**src/rtl/fewcore_pkg.sv**
```systemverilog
// fewcore shared definitions: opcodes, forward encodings,
// hazard FSM state, ID decode bundle and EX tracking slot.
package fewcore_pkg;

  localparam logic [6:0] OP_R      = 7'b0110011;
  localparam logic [6:0] OP_IMM    = 7'b0010011;
  localparam logic [6:0] OP_LOAD   = 7'b0000011;
  localparam logic [6:0] OP_STORE  = 7'b0100011;
  localparam logic [6:0] OP_BRANCH = 7'b1100011;
  localparam logic [6:0] OP_JAL    = 7'b1101111;
  localparam logic [6:0] OP_JALR   = 7'b1100111;
  localparam logic [6:0] OP_LUI    = 7'b0110111;
  localparam logic [6:0] OP_AUIPC  = 7'b0010111;

  localparam logic [1:0] FWD_NONE = 2'b00;
  localparam logic [1:0] FWD_RS2  = 2'b01;
  localparam logic [1:0] FWD_RS1  = 2'b10;
  localparam logic [1:0] FWD_BOTH = 2'b11;

  typedef enum logic {
    ST_RUN,
    ST_FLUSH
  } state_t;

  typedef struct packed {
    logic use1;
    logic use2;
    logic wr;
    logic is_store;
    logic is_load;
    logic is_branch;
    logic is_jump;
  } dec_t;

  typedef struct packed {
    logic       valid;
    logic [4:0] rd;
    logic       is_load;
    logic       is_branch;
    logic       is_jump;
  } slot_t;

  function automatic dec_t decode(
    input logic [6:0] opc
  );
    dec_t d;
    d = '0;
    unique case (1'b1)
      (opc == OP_R): begin
        d.use1 = 1'b1;
        d.use2 = 1'b1;
        d.wr   = 1'b1;
      end
      (opc == OP_IMM): begin
        d.use1 = 1'b1;
        d.wr   = 1'b1;
      end
      (opc == OP_LOAD): begin
        d.use1    = 1'b1;
        d.wr      = 1'b1;
        d.is_load = 1'b1;
      end
      (opc == OP_STORE): begin
        d.use1     = 1'b1;
        d.use2     = 1'b1;
        d.is_store = 1'b1;
      end
      (opc == OP_BRANCH): begin
        d.use1      = 1'b1;
        d.use2      = 1'b1;
        d.is_branch = 1'b1;
      end
      (opc == OP_JAL): begin
        d.wr      = 1'b1;
        d.is_jump = 1'b1;
      end
      (opc == OP_JALR): begin
        d.use1    = 1'b1;
        d.wr      = 1'b1;
        d.is_jump = 1'b1;
      end
      (opc == OP_LUI),
      (opc == OP_AUIPC): begin
        d.wr = 1'b1;
      end
      default: begin
        d = '0;
      end
    endcase
    return d;
  endfunction

endpackage

```
**src/rtl/hazard_cmp.sv**
```systemverilog
// Source/destination compare against one tracking slot.
// Only valid slots with a real (non-x0) destination match.
module hazard_cmp (
  input  logic [4:0] i_rs,
  input  logic [4:0] i_rd,
  input  logic       i_valid,
  output logic       o_match
);

  assign o_match = i_valid
                && (i_rd != 5'd0)
                && (i_rs == i_rd);

endmodule

```
**src/rtl/hazard_ctrl.sv**
```systemverilog
// ID->EX issue/hazard control: stall, forward select, squash.
// HAZARD_FWD_EN enables forwarding; otherwise any s1 hit stalls.
module hazard_ctrl
  import fewcore_pkg::*;
#(
  parameter int FLUSH_CYCLES = 2,
  parameter int OPC_W        = 7
) (
  input  logic             clk,
  input  logic             reset,
  input  logic             id_valid,
  input  logic [OPC_W-1:0] id_opcode,
  input  logic [4:0]       id_rs1,
  input  logic [4:0]       id_rs2,
  input  logic [4:0]       id_rd,
  input  logic             alu_zero,
  output logic             id_ready,
  output logic             ex_valid,
  output logic [1:0]       need_forward,
  output logic             flush
);

  localparam int CW = $clog2(FLUSH_CYCLES + 1);

  state_t        r_state;
  state_t        w_state_nx;
  logic [CW-1:0] r_cnt;
  logic [CW-1:0] w_cnt_nx;

  slot_t       r_s1;
  slot_t       w_s1_nx;
  logic        r_s2_valid;
  logic [4:0]  r_s2_rd;
  logic        r_ex_valid;

  logic [6:0]  w_opc;
  dec_t        w_dec;
  logic        w_rs1_s1;
  logic        w_rs2_s1;
  logic        w_rs1_s2;
  logic        w_rs2_s2;
  logic        w_f1;
  logic        w_f2;
  logic        w_s1_stall;
  logic        w_hazard;
  logic        w_redirect;
  logic        w_squash;
  logic        w_issue;

  assign w_opc = 7'(id_opcode);
  assign w_dec = decode(w_opc);

  hazard_cmp u_rs1_s1 (
    .i_rs    (id_rs1),
    .i_rd    (r_s1.rd),
    .i_valid (r_s1.valid),
    .o_match (w_rs1_s1)
  );

  hazard_cmp u_rs2_s1 (
    .i_rs    (id_rs2),
    .i_rd    (r_s1.rd),
    .i_valid (r_s1.valid),
    .o_match (w_rs2_s1)
  );

  hazard_cmp u_rs1_s2 (
    .i_rs    (id_rs1),
    .i_rd    (r_s2_rd),
    .i_valid (r_s2_valid),
    .o_match (w_rs1_s2)
  );

  hazard_cmp u_rs2_s2 (
    .i_rs    (id_rs2),
    .i_rd    (r_s2_rd),
    .i_valid (r_s2_valid),
    .o_match (w_rs2_s2)
  );

  assign w_f1 = w_dec.use1 && w_rs1_s1;
  assign w_f2 = w_dec.use2 && w_rs2_s1;

`ifdef HAZARD_FWD_EN
  assign w_s1_stall = ((w_f1 || w_f2) && r_s1.is_load)
                   || (w_dec.is_store && w_f2);
`else
  assign w_s1_stall = w_f1 || w_f2;
`endif

  assign w_hazard = (w_dec.use1 && w_rs1_s2)
                 || (w_dec.use2 && w_rs2_s2)
                 || w_s1_stall;

  assign w_redirect = (r_state == ST_RUN)
                   && r_s1.valid
                   && (r_s1.is_jump
                       || (r_s1.is_branch && alu_zero));

  assign w_squash = w_redirect || (r_state == ST_FLUSH);
  assign w_issue  = id_valid && !w_squash && !w_hazard;

  assign id_ready = !(id_valid && !w_squash && w_hazard);
  assign flush    = w_squash;
  assign ex_valid = r_ex_valid;

  // Next EX slot: decoded ID instruction, or a bubble.
  always_comb begin
    w_s1_nx           = '0;
    w_s1_nx.valid     = w_issue;
    w_s1_nx.rd        = (w_issue && w_dec.wr) ? id_rd : 5'd0;
    w_s1_nx.is_load   = w_issue && w_dec.is_load;
    w_s1_nx.is_branch = w_issue && w_dec.is_branch;
    w_s1_nx.is_jump   = w_issue && w_dec.is_jump;
  end

  // Squash FSM: trigger cycle plus FLUSH_CYCLES-1 in FLUSH.
  always_comb begin
    w_state_nx = r_state;
    w_cnt_nx   = r_cnt;
    unique case (r_state)
      ST_RUN: begin
        if (w_redirect && (FLUSH_CYCLES > 1)) begin
          w_state_nx = ST_FLUSH;
          w_cnt_nx   = CW'(FLUSH_CYCLES - 1);
        end
      end
      ST_FLUSH: begin
        if (r_cnt <= CW'(1)) begin
          w_state_nx = ST_RUN;
          w_cnt_nx   = '0;
        end else begin
          w_cnt_nx = r_cnt - CW'(1);
        end
      end
      default: begin
        w_state_nx = ST_RUN;
        w_cnt_nx   = '0;
      end
    endcase
  end

  // FSM state and flush counter.
  always_ff @(posedge clk or negedge reset) begin
    if (!reset) begin
      r_state <= ST_RUN;
      r_cnt   <= '0;
    end else begin
      r_state <= w_state_nx;
      r_cnt   <= w_cnt_nx;
    end
  end

  // Slot shift and EX valid flag.
  always_ff @(posedge clk or negedge reset) begin
    if (!reset) begin
      r_s1       <= '0;
      r_s2_valid <= 1'b0;
      r_s2_rd    <= 5'd0;
      r_ex_valid <= 1'b0;
    end else begin
      r_s1       <= w_s1_nx;
      r_s2_valid <= r_s1.valid;
      r_s2_rd    <= r_s1.rd;
      r_ex_valid <= w_issue;
    end
  end

`ifdef HAZARD_FWD_EN
  logic [1:0] r_nf;
  logic [1:0] w_nf;

  // Forward select for the issuing instruction.
  always_comb begin
    w_nf = FWD_NONE;
    unique case ({w_f1, w_f2})
      2'b11:   w_nf = FWD_BOTH;
      2'b10:   w_nf = FWD_RS1;
      2'b01:   w_nf = FWD_RS2;
      default: w_nf = FWD_NONE;
    endcase
  end

  // Forward select travels with the instruction into EX.
  always_ff @(posedge clk or negedge reset) begin
    if (!reset) begin
      r_nf <= FWD_NONE;
    end else begin
      r_nf <= w_issue ? w_nf : FWD_NONE;
    end
  end

  assign need_forward = r_nf;
`else
  assign need_forward = FWD_NONE;
`endif

endmodule

```
**config.mk**
```make
export PLATFORM = sky130hd
export DESIGN_NAME = hazard_ctrl
export DESIGN_NICKNAME = d
export VERILOG_FILES = /design/src/rtl/fewcore_pkg.sv /design/src/rtl/hazard_cmp.sv /design/src/rtl/hazard_ctrl.sv
export SDC_FILE = /design/constraint.sdc
export NUM_CORES = 1
export LEC_CHECK = 0
export CAP_MARGIN = 20
export CORE_AREA = 3 3 49 51
export DETAILED_ROUTE_END_ITERATION = 6
export DIE_AREA = 0 0 52 54
export GPL_ROUTABILITY_DRIVEN = 0
export PLACE_DENSITY = 0.87
export SLEW_MARGIN = 40
export SYNTH_ARGS = -nofsm -noshare
export SYNTH_HDL_FRONTEND = slang
export SYNTH_SLANG_ARGS = --single-unit
export TNS_END_PERCENT = 5
```
**constraint.sdc**
```tcl
create_clock -name clk -period 6.76 [get_ports clk]
set_input_delay 1.69 -clock clk [delete_from_list [all_inputs] [get_ports clk]]
set_output_delay 1.69 -clock clk [all_outputs]
set_load 0.05 [all_outputs]
```
==> reports/qor.yml, run 1 <==
status: "finished clean"
slew_headroom_pct: 52.7
synthDistinctLibCells: 30
rsz0062_at_grt: "false"
clk_latency_ps: 280
drt_pre_antenna_iters: 4
core_region_area_mm2: 0.00198
setup.worst_path.start_class: "primary input"
die_w_um: 52
hold_class: "register to register"
max_freq_mhz: 171
clkTransAtPathRegs_ps: 90
track_usage_pct: 15.8
post_route_cells_drive_above_1_share_pct: 7.14
crit_required_ps: 5070
clkPwrFrac_pct: 21.9
period_minus_slack_ps: 5860
portBuffers: 28
grt_pass1_wl_um: 3190
swShare_pct: 29.6
cp_slowest_cell: "clkdlybuf4s50_1"
layout_common_cells: "clkdlybuf4s50_1, dfrtp_1, xnor2_1"
regToRegEndpoint: "ex_valid"
critPathTopFamily: "buffers and inverters"
grt_pass1_vias: 769
layout_setup_ws_ps: 901
ctsHoldBuffers: 0
nFillCells: 159
drc: 0
hold_start: "r_s1[4]"
setup_viol: 0
vias_per_cell: 5.06
synth-seq-cells: 17
multi_input_area_um2: 480
power_frac_seq_pct: 51.0
globalRouteOverflowTotal: 0
num_rows: 16
finalNonFillerCells: 153
reg2reg_slack_ps: 4700
cts_setup_buffers: 0
synth_area_um2: 955
placed_cells: 149
ys.warnings.count: 0
r2r_cells: 5
h-tree-depth: 1
placed_cell_area_mm2: 0.00125
pre_cts_ws_ps: 881
p_leak_uw: 0.000565
critPathKind: "primary input to output pin"
seq_area_frac_synth_pct: 44.6
final_area_mm2: 0.00127
intPower_uw: 164
die-area_mm2: 0.00281
antenna_cells: 0
fin_worst_skew_ps: 1.21
finalMaxSlewViolations: 0
antenna_left: 0
reg2reg_from: "r_s1[4]"
syn_inst: 96
area_delta_synth_final_pct: 33.4
cts_sinks: 17
hpwl_um: 1640
p_comb_share_pct: 27.2
tns_ps: 0
cts_buffers: 3
routedWlPerCell_um: 13.1
min_period_over_period_pct: 86.7
io_pins: 31
num_vias: 774
crit_fanout: 9
arrival_ps: 4170
min_to: "r_s2_rd[1]"
clockBufferDepth: 2
totalWireLength_um: 2010
seq_area_um2: 425
synth_area_per_cell_um2: 9.94
final_hold_viol_count: 0
root_buffer: "clkbuf_4"
peakVddDrop_mv: 0.183
grt_max_degree: 18
die_y_um: 54
max_cap_violations: 0
slowest_delay_ps: 710
path_buf_inv: 2
cp-end-kind: "output pin"
whs_path_depth: 0
initial_core_util_pct: 48.2
drt_iter0_drc: 15
tightest_slew_ps: 707
p_per_area_mw_per_mm2: 183
cts-resized-gates: 0
antenna_found_initial: 0
path_cells: "clkdlybuf4s50_1, or2_2, a211o_1, nor4_1, a211o_1, o21bai_1, clkdlybuf4s50_1"
nets: 153
tritoncts: "done"
p_sw_uw: 68.8
final_common_cell: "clkdlybuf4s50_1"
==> worst reg2reg max path: stages, from the launching register on <==
cell,delay [ps]
dfrtp_1,440
or4_1,530
o21ai_1,200
nor4_1,90
a211o_1,400
nor3_1,310
==> cells in the mapped netlist, drive strengths merged <==
library cell	instances	area, um2
o21ai	4	23.8
nand4b	1	8.76
a21o	2	15.0
conb	1	3.75
a21oi	1	5.00
o21a	1	7.51
nand4	1	6.26
a2111o	1	11.3
inv	7	26.3
a21boi	2	15.0
buf	3	26.3
or2	1	6.26
nor4	4	31.3
a211o	3	26.3
xor2	5	43.8
xnor2	15	131
nand3	3	15.0
o21bai	1	7.51
or4	2	18.8
dfrtp	17	425
nand2	7	26.3
nor3	10	55.1
nand3b	1	7.51
nor2	3	11.3
==> per-stage QoR <==
stage / hold WS (ps) / power (uW) / util [%]
after CTS: 489 / 235 / 64.3
after detailed placement: 465 / 184 / 62.9
final: 487 / 232 / 64.3
after floorplan: 422 / 154 / -
after global placement: 449 / 181 / 62.9
after global routing: 500 / 245 / 64.3
==> kinds of logic after synthesis <==
kind of cell | count (synthesis) | synth area share, %
and+or+nand+nor | 33 | 19.5
DFF | 17 | 44.6
other | 1 | 0.393
AOI/OAI and AO/OA | 15 | 11.7
buffers and inverters | 10 | 5.50
xor gates and xnor gates | 20 | 18.3
==> worst max-delay path by stage <==
stage	to	cells after the start	start	slack (ps)
2_1_floorplan	id_ready	6	id_opcode[4]	1930
3_3_place_gp	id_ready	7	id_opcode[2]	970
3_5_place_dp	id_ready	7	id_opcode[2]	880
4_1_cts	id_ready	7	id_opcode[2]	880
5_1_grt	id_ready	7	id_opcode[2]	730
6_report	id_ready	7	id_opcode[2]	900
==> layout make-up <==
| cell class | count | share of cell area, % |
|---|---|---|
| Multi-Input combinational cell | 70 | 37.7 |
| Tap cell | 27 | 2.65 |
| Inverter | 7 | 2.06 |
| Sequential cell | 17 | 33.4 |
| Clock inverter | 1 | 0.393 |
| Clock buffer | 3 | 1.77 |
| Timing Repair Buffer | 28 | 22.0 |
==> layer usage <==
metal	track usage, %	wire, um
met1	17.3	842
met2	29.9	1050
met3	1.94	99
met4	7.86	16
met5	0	0
==> power by group through the flow <==
stage	registers [uW]	clock network (uW)	logic [uW]
2_1_floorplan	122	0	31.9
3_3_place_gp	119	0	61.6
3_5_place_dp	120	0	63.3
4_1_cts	118	52.6	63.7
5_1_grt	120	57.6	68.1
6_report	118	50.8	63.2
==> state kept, by name, indices dropped and copies added, names as in the netlist <==
name / count
r_s2_valid: 1
ex_valid: 1
r_s1: 7
r_cnt: 2
r_s2_rd: 5
r_state: 1
Note: power is estimated with default switching activity, not from simulation.
==> run 2: changes to the inputs <==
--- a/constraint.sdc
+++ b/constraint.sdc
@@ -3,2 +3,2 @@
 set_output_delay 1.69 -clock clk [all_outputs]
-set_load 0.05 [all_outputs]
+set_load 0.005 [all_outputs]
==> reports/qor.yml, run 2 (synthesis gave the netlist of run 1 again) <==
path_cells: "clkdlybuf4s50_1, or2_2, a211o_1, nor4_1, a211o_1, o21bai_1, clkdlybuf4s50_1"
status: "finished clean"
core_region_area_mm2: 0.00198
setup.worst_path.start_class: "primary input"
clkTransAtPathRegs_ps: 90
slew_headroom_pct: 53.3
power_frac_seq_pct: 53.7
num_rows: 16
globalRouteOverflowTotal: 0
io_pins: 31
largest_reg_flops: 7
antenna_left: 0
r2r_cells: 5
regToRegEndpoint: "ex_valid"
critPathTopFamily: "buffers and inverters"
p_comb_share_pct: 23.3
portBuffers: 28
largest_register: "r_s1"
root_buffer: "clkbuf_4"
final_util_pct: 64.3
cp_slowest_cell: "clkdlybuf4s50_1"
grt_pass1_vias: 769
tns_ps: 0
min_period_over_period_pct: 83.1
h-tree-depth: 1
nets: 153
cp-end-kind: "output pin"
initial_core_util_pct: 48.2
antenna_found_initial: 0
die-area_mm2: 0.00281
min_to: "r_s2_rd[1]"
setup_viol: 0
clkPwrFrac_pct: 23.0
peakVddDrop_mv: 0.189
hold_class: "register to register"
max_freq_mhz: 178
area_delta_synth_final_pct: 33.4
whs_path_depth: 0
p_per_area_mw_per_mm2: 173
clockBufferDepth: 2
swShare_pct: 25.6
ctsHoldBuffers: 0
totalWireLength_um: 1930
period_minus_slack_ps: 5620
die_w_um: 52
final_hold_viol_count: 0
hold_start: "r_s1[4]"
routedWlPerCell_um: 12.6
num_vias: 771
path_buf_inv: 2
drt_iter0_drc: 7
reg_top3: "r_s1 x7, r_s2_rd x5, r_cnt x2"
slowest_delay_ps: 480
cts-resized-gates: 0
clk_latency_ps: 280
post_route_cells_drive_above_1_share_pct: 7.14
critPathKind: "primary input to output pin"
finalMaxSlewViolations: 0
crit_fanout: 9
tightest_slew_ps: 699
track_usage_pct: 15.6
antenna_cells: 0
p_sw_uw: 56.2
layout_common_cells: "clkdlybuf4s50_1, dfrtp_1, xnor2_1"
grt_pass1_wl_um: 3140
vias_per_cell: 5.04
nFillCells: 152
crit_required_ps: 5070
die_y_um: 54
drt_pre_antenna_iters: 2
rsz0062_at_grt: "false"
p_leak_uw: 0.000565
final_common_cell: "clkdlybuf4s50_1"
reg2reg_slack_ps: 4710
max_cap_violations: 0
grt_max_degree: 18
arrival_ps: 3930
reg2reg_from: "r_s1[4]"
intPower_uw: 164
hpwl_um: 1620
crit_start: "id_opcode[2]"
drc: 0
cts_setup_buffers: 0
fin_worst_skew_ps: 1.05
tritoncts: "done"
cts_sinks: 17
power.total_uw: 220
cts_buffers: 3
==> run 2: cell counts in the layout (fill, tap and decap cells not counted) <==
Identical to the previous run, type by type.
==> run 2: how the worst max path moves through the flow <==
stage	end	slack, ps	depth (start not counted)
after floorplan	id_ready	2280	4
after global placement	id_ready	1230	7
after detailed placement	id_ready	1140	7
after CTS	id_ready	1140	7
after global routing	id_ready	990	7
final	id_ready	1140	7
==> run 2: worst reg2reg max path, cell delays in order, from the launching register on <==
cell	delay, ps
dfrtp_1	430
or4_1	530
o21ai_1	200
nor4_1	90
a211o_1	390
nor3_1	300
==> run 2: per-stage QoR <==
| step | setup slack [ps] | instances | hold WS, ps | instance area [um2] |
|---|---|---|---|---|
| after CTS | 1140 | 153 | 486 | 1270 |
| after detailed placement | 1140 | 149 | 465 | 1250 |
| final | 1140 | 153 | 476 | 1270 |
| after global routing | 993 | 153 | 498 | 1270 |
| after floorplan | 2280 | 97 | 422 | 958 |
| after global placement | 1230 | 149 | 449 | 1250 |
==> run 2: layout make-up <==
cell class | instances | area, um2 | share of cell area (%)
multi-input combinational | 70 | 480 | 37.7
inverter | 7 | 26.3 | 2.06
timing repair buffer | 28 | 280 | 22.0
clock inverter | 1 | 5.00 | 0.393
sequential | 17 | 425 | 33.4
tap | 27 | 33.8 | 2.65
clock buffer | 3 | 22.5 | 1.77
==> run 2: power by group through the flow <==
stage / combinational (uW) / sequential, uW / clock [uW]
3_5_place_dp: 51.7 / 120 / 0
5_1_grt: 56.3 / 120 / 57.6
6_report: 51.2 / 118 / 50.5
4_1_cts: 52.0 / 118 / 52.6
3_3_place_gp: 50.0 / 119 / 0
2_1_floorplan: 24.0 / 118 / 0
==> run 2: metal layers <==
metal  track usage (%)  vias up  wire (um)
li1                  -      388          -
met1              16.1      358        784
met2              29.5       21       1000
met3              2.22        4         96
met4              9.61        0         49
met5                 0        -          0
